==> config.mk <==
export PLATFORM = sky130hd
export DESIGN_NAME = lcd12864_reader_flat
export DESIGN_NICKNAME = d
export VERILOG_FILES = /design/src/rtl/lcd12864_reader_if.sv /design/src/rtl/lcd12864_reader.sv /design/src/flat_wrapper.sv
export SDC_FILE = /design/constraint.sdc
export NUM_CORES = 1
export LEC_CHECK = 0
export CORE_MARGIN = 3
export CORE_UTILIZATION = 45
export CTS_CLUSTER_DIAMETER = 150
export DETAILED_ROUTE_END_ITERATION = 6
export PLACE_DENSITY_LB_ADDON = 0.25
export SYNTH_ARGS = -nofsm -noshare
export SYNTH_HDL_FRONTEND = slang
export SYNTH_SLANG_ARGS = --single-unit
export TNS_END_PERCENT = 100
==> constraint.sdc <==
create_clock -name clk -period 3.1 [get_ports clk]
set_clock_uncertainty 0.15 [all_clocks]
set_input_delay 0.62 -clock clk [delete_from_list [all_inputs] [get_ports clk]]
set_output_delay 0.62 -clock clk [all_outputs]
set_load 0.005 [all_outputs]
==> src/rtl/lcd12864_reader_if.sv <==
// Command/response handshake plus ST7920 read-side pins for the LCD12864 reader.
// The slave side is the reader engine; the master side is its user/panel model.
interface lcd12864_reader_if;
    logic       req_valid;
    logic       req_ready;
    logic [1:0] req_type;
    logic       rsp_valid;
    logic       rsp_ready;
    logic [7:0] rsp_data;
    logic       rsp_timeout;
    logic       lcd_rs;
    logic       lcd_rw;
    logic       lcd_en;
    logic [7:0] lcd_dat_i;

    modport slave (
        input  req_valid, req_type, rsp_ready, lcd_dat_i,
        output req_ready, rsp_valid, rsp_data, rsp_timeout,
        output lcd_rs, lcd_rw, lcd_en
    );

    modport master (
        output req_valid, req_type, rsp_ready, lcd_dat_i,
        input  req_ready, rsp_valid, rsp_data, rsp_timeout,
        input  lcd_rs, lcd_rw, lcd_en
    );
endinterface

==> src/rtl/lcd12864_reader.sv <==
// ST7920 read-side bus engine: status reads, RAM reads with dummy cycle,
// and bounded busy-flag polling over the 6800-style parallel interface.
module lcd12864_reader #(
    parameter int SETUP_CYC = 4,
    parameter int EHIGH_CYC = 16,
    parameter int HOLD_CYC  = 4,
    parameter int TIMEOUT   = 1024
) (
    input  logic               clk,
    input  logic               rst_n,
    lcd12864_reader_if.slave   bus
);

    localparam int MAX_SE = (SETUP_CYC > EHIGH_CYC) ? SETUP_CYC : EHIGH_CYC;
    localparam int MAXC   = (MAX_SE > HOLD_CYC) ? MAX_SE : HOLD_CYC;
    localparam int CW     = (MAXC > 1) ? $clog2(MAXC) : 1;
    localparam int PW     = $clog2(TIMEOUT + 1);

    localparam logic [CW-1:0] SETUP_LAST = CW'(SETUP_CYC - 1);
    localparam logic [CW-1:0] EHIGH_LAST = CW'(EHIGH_CYC - 1);
    localparam logic [CW-1:0] HOLD_LAST  = CW'(HOLD_CYC - 1);
    localparam logic [PW-1:0] POLL_MAX   = PW'(TIMEOUT);

    localparam logic [1:0] T_DATA = 2'b01;
    localparam logic [1:0] T_POLL = 2'b10;

    typedef enum logic [2:0] {
        S_IDLE,
        S_SETUP,
        S_EHIGH,
        S_HOLD,
        S_CHECK,
        S_RESP
    } state_e;

    state_e        state_q, state_d;
    logic [CW-1:0] cnt_q, cnt_d;
    logic [PW-1:0] poll_q, poll_d;
    logic [1:0]    type_q, type_d;
    logic          second_q, second_d;
    logic [7:0]    sample_q, sample_d;
    logic          en_q, en_d;
    logic          rs_q, rs_d;
    logic          rw_q, rw_d;
    logic          vld_q, vld_d;
    logic [7:0]    data_q, data_d;
    logic          to_q, to_d;
    logic [PW-1:0] poll_inc;

    assign poll_inc = poll_q + 1'b1;

    always_comb begin
        state_d  = state_q;
        cnt_d    = cnt_q;
        poll_d   = poll_q;
        type_d   = type_q;
        second_d = second_q;
        sample_d = sample_q;
        rs_d     = rs_q;
        rw_d     = rw_q;
        vld_d    = vld_q;
        data_d   = data_q;
        to_d     = to_q;

        unique case (state_q)
            S_IDLE: begin
                rw_d = 1'b0;
                if (bus.req_valid) begin
                    type_d   = bus.req_type;
                    rs_d     = (bus.req_type == T_DATA);
                    rw_d     = 1'b1;
                    poll_d   = '0;
                    second_d = 1'b0;
                    cnt_d    = '0;
                    to_d     = 1'b0;
                    state_d  = S_SETUP;
                end
            end
            S_SETUP: begin
                if (cnt_q == SETUP_LAST) begin
                    cnt_d   = '0;
                    state_d = S_EHIGH;
                end else begin
                    cnt_d = cnt_q + 1'b1;
                end
            end
            S_EHIGH: begin
                if (cnt_q == EHIGH_LAST) begin
                    sample_d = bus.lcd_dat_i;
                    cnt_d    = '0;
                    state_d  = S_HOLD;
                end else begin
                    cnt_d = cnt_q + 1'b1;
                end
            end
            S_HOLD: begin
                if (cnt_q == HOLD_LAST) begin
                    cnt_d   = '0;
                    state_d = S_CHECK;
                end else begin
                    cnt_d = cnt_q + 1'b1;
                end
            end
            S_CHECK: begin
                state_d = S_RESP;
                if (type_q == T_DATA) begin
                    // First RAM read after an address set returns stale data
                    if (!second_q) begin
                        second_d = 1'b1;
                        state_d  = S_SETUP;
                    end
                end else if (type_q == T_POLL) begin
                    poll_d = poll_inc;
                    if (!sample_q[7]) begin
                        to_d = 1'b0;
                    end else if (poll_inc == POLL_MAX) begin
                        to_d = 1'b1;
                    end else begin
                        state_d = S_SETUP;
                    end
                end
                if (state_d == S_RESP) begin
                    vld_d  = 1'b1;
                    data_d = sample_q;
                    rs_d   = 1'b0;
                    rw_d   = 1'b0;
                end
            end
            S_RESP: begin
                if (bus.rsp_ready) begin
                    vld_d   = 1'b0;
                    state_d = S_IDLE;
                end
            end
            default: begin
                state_d = S_IDLE;
            end
        endcase

        en_d = (state_d == S_EHIGH);
    end

    always_ff @(posedge clk) begin
        if (!rst_n) begin
            state_q  <= S_IDLE;
            cnt_q    <= '0;
            poll_q   <= '0;
            type_q   <= 2'b00;
            second_q <= 1'b0;
            sample_q <= 8'h00;
            en_q     <= 1'b0;
            rs_q     <= 1'b0;
            rw_q     <= 1'b0;
            vld_q    <= 1'b0;
            data_q   <= 8'h00;
            to_q     <= 1'b0;
        end else begin
            state_q  <= state_d;
            cnt_q    <= cnt_d;
            poll_q   <= poll_d;
            type_q   <= type_d;
            second_q <= second_d;
            sample_q <= sample_d;
            en_q     <= en_d;
            rs_q     <= rs_d;
            rw_q     <= rw_d;
            vld_q    <= vld_d;
            data_q   <= data_d;
            to_q     <= to_d;
        end
    end

    assign bus.req_ready   = (state_q == S_IDLE);
    assign bus.rsp_valid   = vld_q;
    assign bus.rsp_data    = data_q;
    assign bus.rsp_timeout = to_q;
    assign bus.lcd_en      = en_q;
    assign bus.lcd_rs      = rs_q;
    assign bus.lcd_rw      = rw_q;

endmodule

==> src/flat_wrapper.sv <==
// flat-port wrapper written by rule: the top's interface ports become plain ports
module lcd12864_reader_flat 
#(
    parameter int SETUP_CYC = 4,
    parameter int EHIGH_CYC = 16,
    parameter int HOLD_CYC  = 4,
    parameter int TIMEOUT   = 1024
)
  (clk, rst_n, bus_req_valid, bus_req_type, bus_rsp_ready, bus_lcd_dat_i, bus_req_ready, bus_rsp_valid, bus_rsp_data, bus_rsp_timeout, bus_lcd_rs, bus_lcd_rw, bus_lcd_en);
  lcd12864_reader_if bus_i ();
  input  logic clk;
  input  logic rst_n;
  input wire logic [$bits(bus_i.req_valid)-1:0] bus_req_valid;
  input wire logic [$bits(bus_i.req_type)-1:0] bus_req_type;
  input wire logic [$bits(bus_i.rsp_ready)-1:0] bus_rsp_ready;
  input wire logic [$bits(bus_i.lcd_dat_i)-1:0] bus_lcd_dat_i;
  output wire logic [$bits(bus_i.req_ready)-1:0] bus_req_ready;
  output wire logic [$bits(bus_i.rsp_valid)-1:0] bus_rsp_valid;
  output wire logic [$bits(bus_i.rsp_data)-1:0] bus_rsp_data;
  output wire logic [$bits(bus_i.rsp_timeout)-1:0] bus_rsp_timeout;
  output wire logic [$bits(bus_i.lcd_rs)-1:0] bus_lcd_rs;
  output wire logic [$bits(bus_i.lcd_rw)-1:0] bus_lcd_rw;
  output wire logic [$bits(bus_i.lcd_en)-1:0] bus_lcd_en;
  assign bus_i.req_valid = bus_req_valid;
  assign bus_i.req_type = bus_req_type;
  assign bus_i.rsp_ready = bus_rsp_ready;
  assign bus_i.lcd_dat_i = bus_lcd_dat_i;
  assign bus_req_ready = bus_i.req_ready;
  assign bus_rsp_valid = bus_i.rsp_valid;
  assign bus_rsp_data = bus_i.rsp_data;
  assign bus_rsp_timeout = bus_i.rsp_timeout;
  assign bus_lcd_rs = bus_i.lcd_rs;
  assign bus_lcd_rw = bus_i.lcd_rw;
  assign bus_lcd_en = bus_i.lcd_en;
  lcd12864_reader #(.SETUP_CYC(SETUP_CYC), .EHIGH_CYC(EHIGH_CYC), .HOLD_CYC(HOLD_CYC), .TIMEOUT(TIMEOUT)) u_core (.clk(clk), .rst_n(rst_n), .bus(bus_i));
endmodule
==> impl_metrics.csv, run 1 <==
group,metric,value,unit
status,status,"completed",
synth,netlist_area,0.00227,sq mm
clock_network,clock_sinks,42,
critical_path,rr_endpoint,"u_core.bus.rsp_data[3]",
die,coreArea,0.00482,sq mm
die,die_y,77.1,microns
die,ioPinCount,28,
route,drtIter0Drc,191,
sta,setup_viol_count_final,0,
sta,fin_crit,2.44,ns
worst_hold_path,min_from,"u_core.type_q[1]",
placement,dp_hpwl,3480,microns
grt,grt_pass1_vias,1861,
clock_network,root_buffer,"clkbuf_8",
die,num_rows,25,
synth,synthArstFlopShare,0,%
layout,final_common_cell,"dfxtp_1",
route,drcViolationCount,0,
synth,synth-seq-cells,42,
synth,synth_top_area_cell,"dfxtp_1",
grt,grt_overflow,0,
grt,grt_use_total,17.8,%
sta,fin_tns_setup,0,ns
synth,post-synth-top-area-fraction,37.0,%
synth,synth_edf_count,0,
clock_network,cts_buffers,5,
critical_path,crit_chain,"nor3_2, clkdlybuf4s50_1",
critical_path,worst_setup_path_end_kind,"primary output",
placement,dp_cells,354,
placement,detailed_place.area,0.00255,sq mm
critical_path,reg2regPathDepth,6,
sta,slew_viol_final,0,
grt,grt_pass1_wl,8630,microns
clock_network,path_clk_slew,0.08,ns
die,die_w,77.1,microns
layout,final_nets,310,
synth,syn_area_per_cell,8.23,sq um
layout,syn_to_final_growth,16.1,%
clock_network,clk_path_buf_depth,2,
clock_network,h-tree-depth,2,
placement,gp_congestion,0.825,
route,firstDrtPassIters,4,
synth,synth_ff_type,"dfxtp_1",
sta,period_share,78.7,%
synth,ys_warn_count,0,
grt,grt_max_degree,34,
sta,fmax,410,MHz
clock_network,cts_setup_buffers,0,
worst_hold_path,whs_path_depth,2,
route,post_drt_wl_per_cell,13.9,microns
critical_path,criticalPathCategory,"register to primary output",
layout,fillers,473,
sta,worst-slew-pin-transition,0.506,ns
critical_path,rr_startpoint,"u_core.poll_q[0]",
critical_path,slowest_delay,0.58,ns
clock_network,cts_tree,"done",
critical_path,cp-start-kind,"register",
layout,post_route_cells_drive_above_1_share,8.47,%
synth,synth_cells,276,
grt,antenna_found_initial,0,
power,p_leak,0.000848,uW
placement,io_buffers,27,
critical_path,worstPathMaxFanout,11,
flow_run,drv_cap,0,
sta,rsz0062_at_grt,"no",
clock_network,hold_buffers,0,
synth,ys_types,54,
power,p_per_area,377,mW/mm^2
layout,final_cell_mix,"42 x dfxtp_1, 30 x nor2_1, 28 x nand2_1, 27 x clkdlybuf4s50_1, 15 x nand3_1",
synth,netlist_top_cells_area,"dfxtp_1 37%, nor2_1 5.0%, nand2_1 4.6%",
synth,synth_fp_nets,292,
power,peakVddDrop,0.000233,V
route,ant_nets,0,
worst_hold_path,hold_end,"u_core.type_q[1]",
die,start_util,47.2,%
clock_network,cts_resized,0,
critical_path,critPathArrivalTime,1.67,ns
worst_hold_path,hold_class,"register to register",
route,wirelength,5030,microns
route,vias,2063,
route,via_per_inst,5.70,
critical_path,rrSetupSlack,0.73,ns
die,die_area,0.00594,sq mm
clock_network,clock_latency,0.30,ns
synth,ys_seq_area_share,37.0,%
power,power,994,uW
sta,slew_headroom,66.3,%
critical_path,cp_data_required_time,2.33,ns
sta,final_hold_viol_count,0,
critical_path,cpMaxStageDelayCell,"clkdlybuf4s50_1",
layout,final_cell_area,0.00264,sq mm
layout,antenna_cells,0,
layout,fin_cells,362,
-- flip-flops by register name, summed over array words and instances, names as in the netlist, 2 cells and up --
name	flops
u_core.bus.rsp_data	8
u_core.type_q	2
u_core.state_q	3
u_core.sample_q	8
u_core.poll_q	11
u_core.cnt_q	4
-- routing by layer --
metal | global-route usage (%) | part of all wire, % | vias to the layer above
met1 | 24.5 | 47 | 948
met3 | 5.28 | 6.3 | 6
met4 | 6.05 | 1.5 | 0
li1 | - | - | 1049
met5 | 0 | 0 | -
met2 | 26.7 | 45 | 60
-- cell usage after synthesis, types with 2 or more instances --
cell type  number
and3_1          3
a21oi_1        12
o211ai_1        9
a211oi_1        2
a311oi_1        4
nand2_1        28
xnor2_1         2
o21a_1          4
nor4_1          2
nor3b_1         2
and2_1          4
buf_4           3
mux2i_1         8
a21boi_0        2
o211a_1         2
and2_2          3
inv_1           8
nor2_1         30
a22oi_1         2
clkbuf_1        8
dfxtp_1        42
nor2b_1         2
buf_2           6
a31oi_1        10
nand2b_1        2
ha_1            2
o22ai_1         2
a41oi_1         2
o31ai_1         2
o21ai_0        11
nand4_1         8
nand3_1        15
buf_6           3
nor3_1         11
-- worst max-delay path: cells and delay by family, from the launching register on --
| family | cells | cell delay [ns] |
|---|---|---|
| buffers and inverters | 1 | 0.58 |
| and+or+nand+nor | 1 | 0.37 |
| DFF | 1 | 0.43 |
-- worst max-delay path by stage --
stage                                  from                      to  slack, ns
after floorplan            u_core.poll_q[0]  u_core.bus.rsp_data[0]       1.15
after global placement     u_core.poll_q[0]  u_core.bus.rsp_data[2]       0.83
after detailed placement   u_core.poll_q[0]  u_core.bus.rsp_data[3]       0.75
after CTS                 u_core.state_q[2]           bus_req_ready       0.66
after global routing       u_core.poll_q[0]  u_core.bus.rsp_data[3]       0.53
final                     u_core.state_q[2]           bus_req_ready       0.66
-- where the power goes --
group | switching, uW | internal (uW)
Sequential | 7.14 | 545
Combinational | 38.4 | 34.9
Clock | 188 | 180
Total | 234 | 760
-- final cells by class --
| type | instances | area, sq um | share of cell area, % |
|---|---|---|---|
| Tap cell | 67 | 83.8 | 3.18 |
| Clock inverter | 1 | 5.00 | 0.190 |
| Clock buffer | 7 | 86.3 | 3.27 |
| Inverter | 8 | 30.0 | 1.14 |
| Multi-Input combinational cell | 206 | 1290 | 49.0 |
| Sequential cell | 42 | 841 | 31.9 |
| Timing Repair Buffer | 31 | 300 | 11.4 |
-- through the flow --
step	setup slack, ns	hold slack [ns]	util (%)
final	0.661	0.310	54.8
after global routing	0.525	0.360	54.8
after CTS	0.660	0.311	54.8
after detailed placement	0.748	0.300	52.9
after global placement	0.827	0.295	52.9
after floorplan	1.15	0.290	-
-- logic make-up (layout without fill, tap and decap cells) --
| logic type | Yosys count | after routing | share of synthesized area [%] |
|---|---|---|---|
| buf+inv | 28 | 47 | 6.44 |
| flops | 42 | 42 | 37.0 |
| mux | 8 | 8 | 3.52 |
| xor+xnor | 2 | 2 | 0.771 |
| fa+ha+maj | 2 | 2 | 1.10 |
| simple gates | 119 | 119 | 26.5 |
| compound gates | 75 | 75 | 24.7 |
Note: power is estimated with default switching activity, not from simulation.
==> run 2: changes to the inputs <==
- clock period: 3.1 -> 2.3 ns (I/O delays scaled with it)
==> run 2 against run 1 <==
  * Register-to-register slack worse by 0.55 ns
  * Sequential power is 34% higher
  * Sequential share of layout area is 1.2 points lower
  * Clock power is 56% higher
  * Utilization is 2.2 points higher
  * Flip-flop and latch count stayed put
==> impl_metrics.csv, run 2 (synthesis results as in run 1) <==
group,metric,value,unit
critical_path,cpMaxStageDelayCell,"clkdlybuf4s50_1",
clock_network,cts_tree,"done",
route,wirelength,5140,microns
route,ant_nets,0,
clock_network,cts_resized,0,
placement,gp_congestion,0.842,
die,ioPinCount,28,
critical_path,criticalPathCategory,"register to primary output",
sta,rsz0062_at_grt,"no",
grt,grt_pass1_vias,1989,
grt,grt_use_total,18.1,%
grt,grt_pass1_wl,8830,microns
route,firstDrtPassIters,4,
critical_path,rrSetupSlack,0.18,ns
route,drcViolationCount,0,
sta,setup_ws,0.166,ns
status,status,"completed",
critical_path,reg2regPathDepth,6,
critical_path,cp_data_required_time,1.69,ns
die,die_w,77.1,microns
critical_path,crit_chain,"buf_4, nor3_2, clkdlybuf4s50_1",
sta,setup_viol_count_final,0,
critical_path,worst_setup_path_end_kind,"primary output",
placement,io_buffers,27,
route,post_drt_wl_per_cell,13.8,microns
critical_path,critPathArrivalTime,1.52,ns
clock_network,root_buffer,"clkbuf_8",
sta,final_hold_viol_count,0,
die,die_y,77.1,microns
critical_path,cpLargestDelayFamily,"buffers and inverters",
sta,worst-slew-pin-transition,0.589,ns
clock_network,cts_setup_buffers,0,
layout,final_nets,320,
placement,preCtsSetupSlack,0.200,ns
layout,syn_to_final_growth,20.7,%
layout,antenna_cells,0,
clock_network,h-tree-depth,2,
sta,fin_tns_setup,0,ns
sta,slew_headroom,60.5,%
die,start_util,47.2,%
flow_run,drv_cap,0,
sta,fmax,469,MHz
critical_path,startpoint,"u_core.state_q[1]",
worst_hold_path,hold_class,"register to register",
route,vias,2114,
grt,grt_max_degree,23,
critical_path,worstPathMaxFanout,7,
worst_hold_path,min_from,"u_core.type_q[1]",
power,peakVddDrop,0.000270,V
layout,regMostFlops,"u_core.poll_q",
layout,final_common_cell,"dfxtp_1",
power,p_per_area,520,mW/mm^2
layout,largest_reg_flops,11,
route,drtIter0Drc,121,
die,num_rows,25,
die,coreArea,0.00482,sq mm
sta,slew_viol_final,0,
critical_path,rr_endpoint,"u_core.bus.rsp_data[4]",
critical_path,crit_buf_inv,2,
power,p_leak,0.000915,uW
critical_path,path_depth,3,
layout,fin_cells,372,
clock_network,hold_buffers,0,
sta,fin_crit,2.13,ns
critical_path,cp-start-kind,"register",
critical_path,rr_startpoint,"u_core.poll_q[0]",
grt,grt_overflow,0,
clock_network,path_clk_slew,0.09,ns
layout,post_route_cells_drive_above_1_share,11.8,%
clock_network,clk_path_buf_depth,2,
clock_network,clock_latency,0.30,ns
critical_path,crit_end,"bus_req_ready",
clock_network,clock_sinks,42,
grt,antenna_found_initial,0,
layout,final_cell_mix,"42 x dfxtp_1, 30 x nor2_1, 28 x nand2_1, 27 x clkdlybuf4s50_1, 15 x nand3_1",
clock_network,cts_buffers,5,
placement,dp_hpwl,3700,microns
die,die_area,0.00594,sq mm
critical_path,slowest_delay,0.52,ns
sta,period_share,92.8,%
placement,dp_cells,364,
route,via_per_inst,5.68,
==> run 2: changes by cell type in the layout (fill, tap and decap cells not counted) <==
cell       change
buf_12         +1
buf_4          +9
bufinv_16      +1
clkbuf_1       -1
clkbuf_8       -1
clkinv_2       +1
==> run 2: cell type report <==
class                           count  area, sq um
Clock inverter                      3         40.0
Clock buffer                        5         68.8
Tap cell                           67         83.8
Inverter                            8         30.0
Sequential cell                    42          841
Multi-Input combinational cell    206         1290
Fill cell                         477         2070
Timing Repair Buffer               41          388
==> run 2: stage by stage <==
step | instance area, sq um | total power, uW | hold WS (ns) | util [%]
finish | 2740 | 1430 | 0.328 | 56.9
CTS | 2740 | 1440 | 0.327 | 56.9
global placement | 2630 | 868 | 0.302 | 54.7
global route | 2740 | 1490 | 0.347 | 56.9
detailed placement | 2630 | 869 | 0.316 | 54.7
floorplan | 2270 | 815 | 0.290 | -
==> run 2: worst reg2reg max path, stage by stage, from the launching register on <==
cell	delay [ns]
dfxtp_1	0.48
ha_1	0.27
and2_2	0.19
xnor2_1	0.11
a31o_1	0.30
and3_1	0.35
o211ai_1	0.14
==> run 2: power breakdown <==
part	switching (uW)	internal, uW	total [uW]
sequential	6.64	735	742
combinational	56.8	53.3	110
clock	254	320	573
total	317	1110	1430
==> run 2: how the worst min path moves through the flow <==
| stage | end | slack, ns | depth (start not counted) |
|---|---|---|---|
| after floorplan | u_core.type_q[1] | 0.29 | 2 |
| after global placement | u_core.type_q[1] | 0.30 | 2 |
| after global routing | u_core.type_q[0] | 0.35 | 2 |
| after detailed placement | u_core.type_q[1] | 0.32 | 2 |
| after CTS | u_core.type_q[1] | 0.33 | 2 |
| final | u_core.type_q[1] | 0.33 | 2 |
==> run 2: metal layers <==
layer	vias to the layer above	GRT usage, %	part of all wire, %
li1	1068	-	-
met1	975	23.8	49
met2	64	29.4	45
met3	7	3.40	4.8
met4	0	7.12	1.5
met5	-	0	0
==> RTL change 1: new RTL, settings of run 2 <==
Reset style: asynchronous (`rst_n`), changed in one clocked block.
--- a/src/rtl/lcd12864_reader.sv
+++ b/src/rtl/lcd12864_reader.sv
@@ -142,3 +142,3 @@
 
-    always_ff @(posedge clk) begin
+    always_ff @(posedge clk or negedge rst_n) begin
         if (!rst_n) begin
Formal check against the unedited RTL: differs if rst_n is asserted again (counterexample within 4 cycles, from zero or initial values and one cycle with rst_n low); with rst_n held inactive, the same outputs for 10 cycles.
==> RTL change 1 against run 2 <==
The flow now finishes with violations (negative setup slack); setup slack got worse by 0.22 ns; core utilization increased by 6.5 points; via count decreased by 25%; synthesized area decreased by 14%; non-clock buffer count increased by 15; wire length decreased by 17%; cell count decreased by 22%; sequential cell count unchanged; first-iteration DRC count decreased by 26%; synthesized cell count decreased by 33%; cell area decreased by 4.9%; critical endpoint is now u_core.bus.rsp_data[0]$_DFFE_PN0P_; largest cell class is now registers.
Power is not compared: it rests on default switching activity, and its combinational part moved more than twofold at a synthesized area within 25%.
==> RTL change 1: results (changes against run 2) <==
- The final net count is 255 (-20%).
- The largest net degree at the start of global routing is 43 (+87%).
- The share of the yosys chip area belonging to registers is 53.54% (+17 points).
- The global-route wire length before repair was 7431 um (-16%).
- The count of routing violations after the opening detailed-route iteration was 89 (-26%).
- The most used flip-flop cell after synthesis is sky130_fd_sc_hd__dfrtp_1.
- The post-synthesis cell count was 184 (-33%).
- The worst path arrival time is 2.38 ns (+0.86 ns).
- The fraction of synthesized cell area taken by the top area cell type came to 53.54% (+17 points).
- The number of unique standard cell types used by synthesis is 38 (-30%).
- STA classifies the critical path endpoint as a register.
- The total track usage is 18.23% (+0.093 points).
- The fraction of final layout cells with drive strength greater than 1 is 25.42% (+14 points).
- The maximum root-to-sink buffer count is 2 (unchanged).
- The share of synthesized flip-flops with an asynchronous set or reset was 100.0% (+100 points).
- The placer congestion estimate is 0.8364 (-0.64%).
- The transition time at the pin with the least slew margin is 0.5174 ns (-0.07180 ns).
- The number of setup violations in the final report came to 8 (+8).
- The number of rows created at floorplan is 23 (-8.0%).
- The via count is 1581 (-25%).
- The standby leakage power is ~1.2 nW.
- IR analysis of the VDD net gives a maximum drop of roughly 580 uV.
- The placed wire-length estimate came to 3081 um (-17%).
- The first-pass detailed-route iteration total is 4 (unchanged).
- The via count of the first global-routing pass is 1659 (-17%).
- The run finished, with violations left.
- The endpoint of the most critical register-to-register path is u_core.bus.rsp_data[0]$_DFFE_PN0P_.
- The library cell used as clock root buffer is sky130_fd_sc_hd__clkbuf_8.
- The final reports fail on negative setup slack.
- The synthesized net count is 200 (-32%).
- The sum of routed wire length over all layers is 4246 um (-17%).
- The insertion delay of the later-clocked pin in the worst-skew pair is 0.28 ns (-0.02 ns).
- Sorting the synthesized cells by how often they occur yields sky130_fd_sc_hd__dfrtp_1 (42), sky130_fd_sc_hd__o21ai_0 (23), sky130_fd_sc_hd__nand2_1 (19).
- The smallest setup slack after layout was -0.05819 ns (-0.2238 ns).
- The number of buffers added on ports is 27 (unchanged).
- The diode insertion count for antenna repair is 0 (unchanged).
- The pre-CTS setup slack is -0.09492 ns (-0.2953 ns).
- In the post-synthesis netlist, the biggest area contributors are sky130_fd_sc_hd__dfrtp_1 (54%), sky130_fd_sc_hd__mux2_2 (7.5%), sky130_fd_sc_hd__o21ai_0 (5.9%).
- The number of buffers added by the clock tree synthesis step came to 5 (unchanged).
- The type of the tightest min-delay check is in2async.
- The launch point of the critical path is u_core.poll_q[4]$_DFFE_PN0P_.
- The placed instance count is 277 (-24%).
- The number of fill cells is 328 (-31%).
- The number of cells in the finished layout apart from fillers is 290 (-22%).
- The largest fanout of any net on the critical path is 4 (-3).
[RTL change 1: cell count changes after synthesis, sizes merged, moves of 10 or more]
cell,before,now
nor2,30,13
a31oi,11,1
dfxtp,42,0
mux2,0,18
o21ai,12,23
a21oi,12,2
buf,12,1
dfrtp,0,42
[RTL change 1: what timing repair did]
action,4_1_cts,5_1_grt
endpoints found under the setup margin,7,11
gates resized for setup,6,1
pin swaps,0,0
setup buffers,4,1
[RTL change 1: cell families (layout without fill, tap and decap cells)]
| family | after synthesis | count (layout) | share of synthesized area [%] |
|---|---|---|---|
| AO/OA/AOI/OAI | 45 | 45 | 15.04 |
| multiplexers | 18 | 18 | 10.32 |
| buffers and inverters | 12 | 68 | 2.677 |
| AND/OR/NAND/NOR | 63 | 63 | 16.25 |
| adder cells (fa/ha/maj) | 2 | 2 | 1.274 |
| flip-flops | 42 | 42 | 53.54 |
| XOR/XNOR | 2 | 2 | 0.8925 |
[RTL change 1: routing by layer]
layer  vias up  wire length, um  global-route usage, %
met4         0               34                  6.263
li1        775                -                      -
met5         -                0                      0
met3         4              162                  4.294
met1       766             1855                  23.24
met2        36             2193                  30.51
[RTL change 1: cell type report]
cell class,instances,area (um^2),share of cell area (%)
tap,50,62.56,2.398
multi-input combinational,130,883.3,33.86
sequential,42,1051,40.29
timing repair buffer,56,486.7,18.66
inverter,4,15.01,0.5755
clock buffer,6,72.57,2.782
clock inverter,2,37.54,1.439
[RTL change 1: power by group through the flow]
stage,Sequential (mW),Clock [mW],Combinational [mW]
2_1_floorplan,1.10,0,0.476
3_3_place_gp,1.11,0,0.909
3_5_place_dp,1.13,0,0.952
4_1_cts,1.12,0.585,1.01
5_1_grt,1.15,0.622,1.12
6_report,1.12,0.565,1.00
[RTL change 1: worst max-delay path: stages (launching register included)]
cell	delay [ns]
sky130_fd_sc_hd__dfrtp_1	0.41
sky130_fd_sc_hd__or4_1	0.50
sky130_fd_sc_hd__mux2_2	0.27
sky130_fd_sc_hd__a211o_1	0.26
sky130_fd_sc_hd__a41oi_2	0.19
sky130_fd_sc_hd__buf_4	0.16
sky130_fd_sc_hd__mux2_2	0.32
[RTL change 1: per-stage QoR]
stage / hold WS [ns] / cell area, um^2 / TNS [ns]
after global routing: 0.1134 / 2609 / -1.225
after floorplan: 0.01441 / 1963 / -0.2425
after detailed placement: 0.3257 / 2434 / -0.4463
after global placement: 0.3114 / 2434 / -0.2036
after CTS: 0.09636 / 2596 / -0.3959
final: 0.08435 / 2609 / -0.3963
==> RTL change 2: new RTL, settings of run 2 <==
Without the edit above. `SETUP_CYC` is set to 4 in 2 places; all go to 2.
--- a/src/rtl/lcd12864_reader.sv
+++ b/src/rtl/lcd12864_reader.sv
@@ -3,3 +3,3 @@
 module lcd12864_reader #(
-    parameter int SETUP_CYC = 4,
+    parameter int SETUP_CYC = 2,
     parameter int EHIGH_CYC = 16,
--- a/src/flat_wrapper.sv
+++ b/src/flat_wrapper.sv
@@ -3,3 +3,3 @@
 #(
-    parameter int SETUP_CYC = 4,
+    parameter int SETUP_CYC = 2,
     parameter int EHIGH_CYC = 16,
Function: changed (a bounded check fails within 4 cycles, from zero or initial values and one cycle with rst_n low).
==> RTL change 2 against run 2 <==
Global-route usage grew 0.31 points; synthesized area is 5.7% lower; setup slack improved by 0.0068 ns; sequential cell count unchanged; fmax is 0.32% higher; cell area is 5.0% lower; power shrank 4.1%; wire length shrank 5.7%; critical endpoint is now u_core.bus.lcd_rs$_SDFFE_PN0P_; count of clock-buffer cells in the layout unchanged; largest power group unchanged.
==> RTL change 2: results (changes against run 2) <==
- The count of routing violations after the opening detailed-route iteration is 86 (-29%).
- The number of gates resized after cts is 0 (unchanged).
- The number of buffers added by the clock tree synthesis step is 5 (unchanged).
- The worst-case vdd ir drop came to 328.8 uV (+22%).
- The routed length on met1 came to 2336 um (-6.4%).
- The total track usage came to 18.45% (+0.31 points).
- The endpoint with the worst hold slack is u_core.bus.rsp_data[2]$_SDFFE_PN0P_.
- The share of the yosys chip area belonging to registers is 39.23% (+2.2 points).
- The routed length on met3 is 187 um (-24%).
- The routed length per instance is 14.21 um (+2.9%).
- Sorting the synthesized cells by how often they occur yields sky130_fd_sc_hd__dfxtp_1 (42), sky130_fd_sc_hd__nand2_1 (37), sky130_fd_sc_hd__a21oi_1 (22).
- The setup check on the worst reg-to-reg path leaves a slack of roughly 0.17 ns.
- The fraction of final layout cells with drive strength greater than 1 came to 12.80% (+1.0 points).
- The worst hold path begins at u_core.sample_q[2]$_SDFFE_PN0P_.
- The met3 global-route usage is 3.204% (-0.20 points).
- The placed instance count is 332 (-8.8%).
- The post-CTS repair timing setup buffer count came to 0 (unchanged).
- The post-synthesis cell count came to 254 (-8.0%).
- The maximum root-to-sink buffer count is 2 (unchanged).
- The global-route met1 utilization was 24.57% (+0.76 points).
- The placed wire-length estimate is 3402 um (-8.1%).
- The number of buffers added on ports is 27 (unchanged).
- The synthesized net count is 271 (-7.2%).
- The detailed-routed wire length on met2 is 2256 um (-2.8%).
- The worst register-to-register path ends at u_core.bus.lcd_rs$_SDFFE_PN0P_.
- The global routing usage on met2 was 30.27% (+0.92 points).
- The via count of the first global-routing pass was 1813 (-8.8%).
- The worst path arrival time is 2.13 ns (+0.61 ns).
- The number of fill cells is 426 (-11%).
- The standby leakage power came to 0.9594 nW (+4.9%).
- The clock transition at the registers of the reported paths is 0.09 ns (about the same).
- The detail-routed via count per cell was 5.718 (+0.63%).
- The number of cells traversed by the worst register-to-register path was 6 (unchanged).
- The global-route wire length before repair came to 8114 um (-8.1%).
- The flow ran to the end, and the final reports show no timing, DRC or antenna violations.
- In the post-synthesis netlist, the biggest area contributors are sky130_fd_sc_hd__dfxtp_1 (39%), sky130_fd_sc_hd__mux2i_1 (7.5%), sky130_fd_sc_hd__nand2_1 (6.5%).
- The depth of the worst hold-timing path is 2 (unchanged).
- The final net count is 305 (-4.7%).
- The placer congestion estimate came to 0.8442 (+0.29%).
- The origin of the critical flop-to-flop path is u_core.poll_q[0]$_SDFFE_PN0P_.
- The via count is 1950 (-7.8%).
- The largest net degree at the start of global routing is 28 (+22%).
- The transition time at the pin with the least slew margin is 0.4709 ns (-0.1182 ns).
- The insertion delay of the later-clocked pin in the worst-skew pair came to 0.30 ns (about the same).
-- RTL change 2: report_power, final --
| group | total, mW | leakage [nW] | internal (mW) | switching (mW) |
|---|---|---|---|---|
| sequential | 0.754 | 0.339 | 0.737 | 0.0167 |
| combinational | 0.134 | 0.576 | 0.0700 | 0.0645 |
| clock | 0.478 | 0.0441 | 0.213 | 0.265 |
-- RTL change 2: through the flow --
stage	instance area, um^2	setup WS [ns]	power, mW	hold slack [ns]
3_5_place_dp	2501	0.1355	0.9031	0.3019
3_3_place_gp	2501	0.2117	0.9017	0.2943
2_1_floorplan	2143	0.2596	0.8421	0.2877
6_report	2606	0.1725	1.366	0.3116
4_1_cts	2591	0.04093	1.381	0.3179
5_1_grt	2606	0.03007	1.431	0.3301
-- RTL change 2: cells by family (layout without fill, tap and decap cells) --
group / count (synthesis) / in the layout / synth area share [%]
AND/OR/NAND/NOR: 105 / 105 / 25.98
multiplexers: 16 / 16 / 7.472
XOR/XNOR: 3 / 3 / 1.226
AO/OA/AOI/OAI: 65 / 65 / 19.97
buffers and inverters: 20 / 55 / 4.378
adder cells (fa/ha/maj): 3 / 3 / 1.752
flip-flops: 42 / 42 / 39.23
-- RTL change 2: worst max path at each step --
stage | startpoint | to | slack, ns
detailed placement | u_core.poll_q[3]$_SDFFE_PN0P_ | u_core.bus.rsp_data[3]$_SDFFE_PN0P_ | 0.14
CTS | u_core.state_q[1]$_SDFF_PN0_ | bus_req_ready | 0.04
global route | u_core.poll_q[0]$_SDFFE_PN0P_ | u_core.bus.lcd_rs$_SDFFE_PN0P_ | 0.03
floorplan | u_core.poll_q[0]$_SDFFE_PN0P_ | u_core.bus.lcd_rs$_SDFFE_PN0P_ | 0.26
finish | u_core.poll_q[0]$_SDFFE_PN0P_ | u_core.bus.lcd_rs$_SDFFE_PN0P_ | 0.17
global placement | u_core.poll_q[0]$_SDFFE_PN0P_ | u_core.bus.lcd_rs$_SDFFE_PN0P_ | 0.21
-- RTL change 2: critical path, stage by stage, from the launching register on --
cell and delay (ns):
sky130_fd_sc_hd__dfxtp_1 0.38, sky130_fd_sc_hd__ha_1 0.23, sky130_fd_sc_hd__and4_2 0.25, sky130_fd_sc_hd__a211oi_1 0.29
sky130_fd_sc_hd__a2bb2o_1 0.32, sky130_fd_sc_hd__nor4_2 0.26, sky130_fd_sc_hd__a2111oi_0 0.11
-- RTL change 2: final cells by class --
type | count | area, um^2 | share of cell area [%]
repair buffers | 40 | 367.9 | 14.11
clock buffers | 5 | 68.82 | 2.640
multi-input cells | 192 | 1216 | 46.66
inverters | 7 | 26.28 | 1.008
clock inverters | 3 | 21.27 | 0.8161
well taps | 52 | 65.06 | 2.496
flip-flops and latches | 42 | 840.8 | 32.26
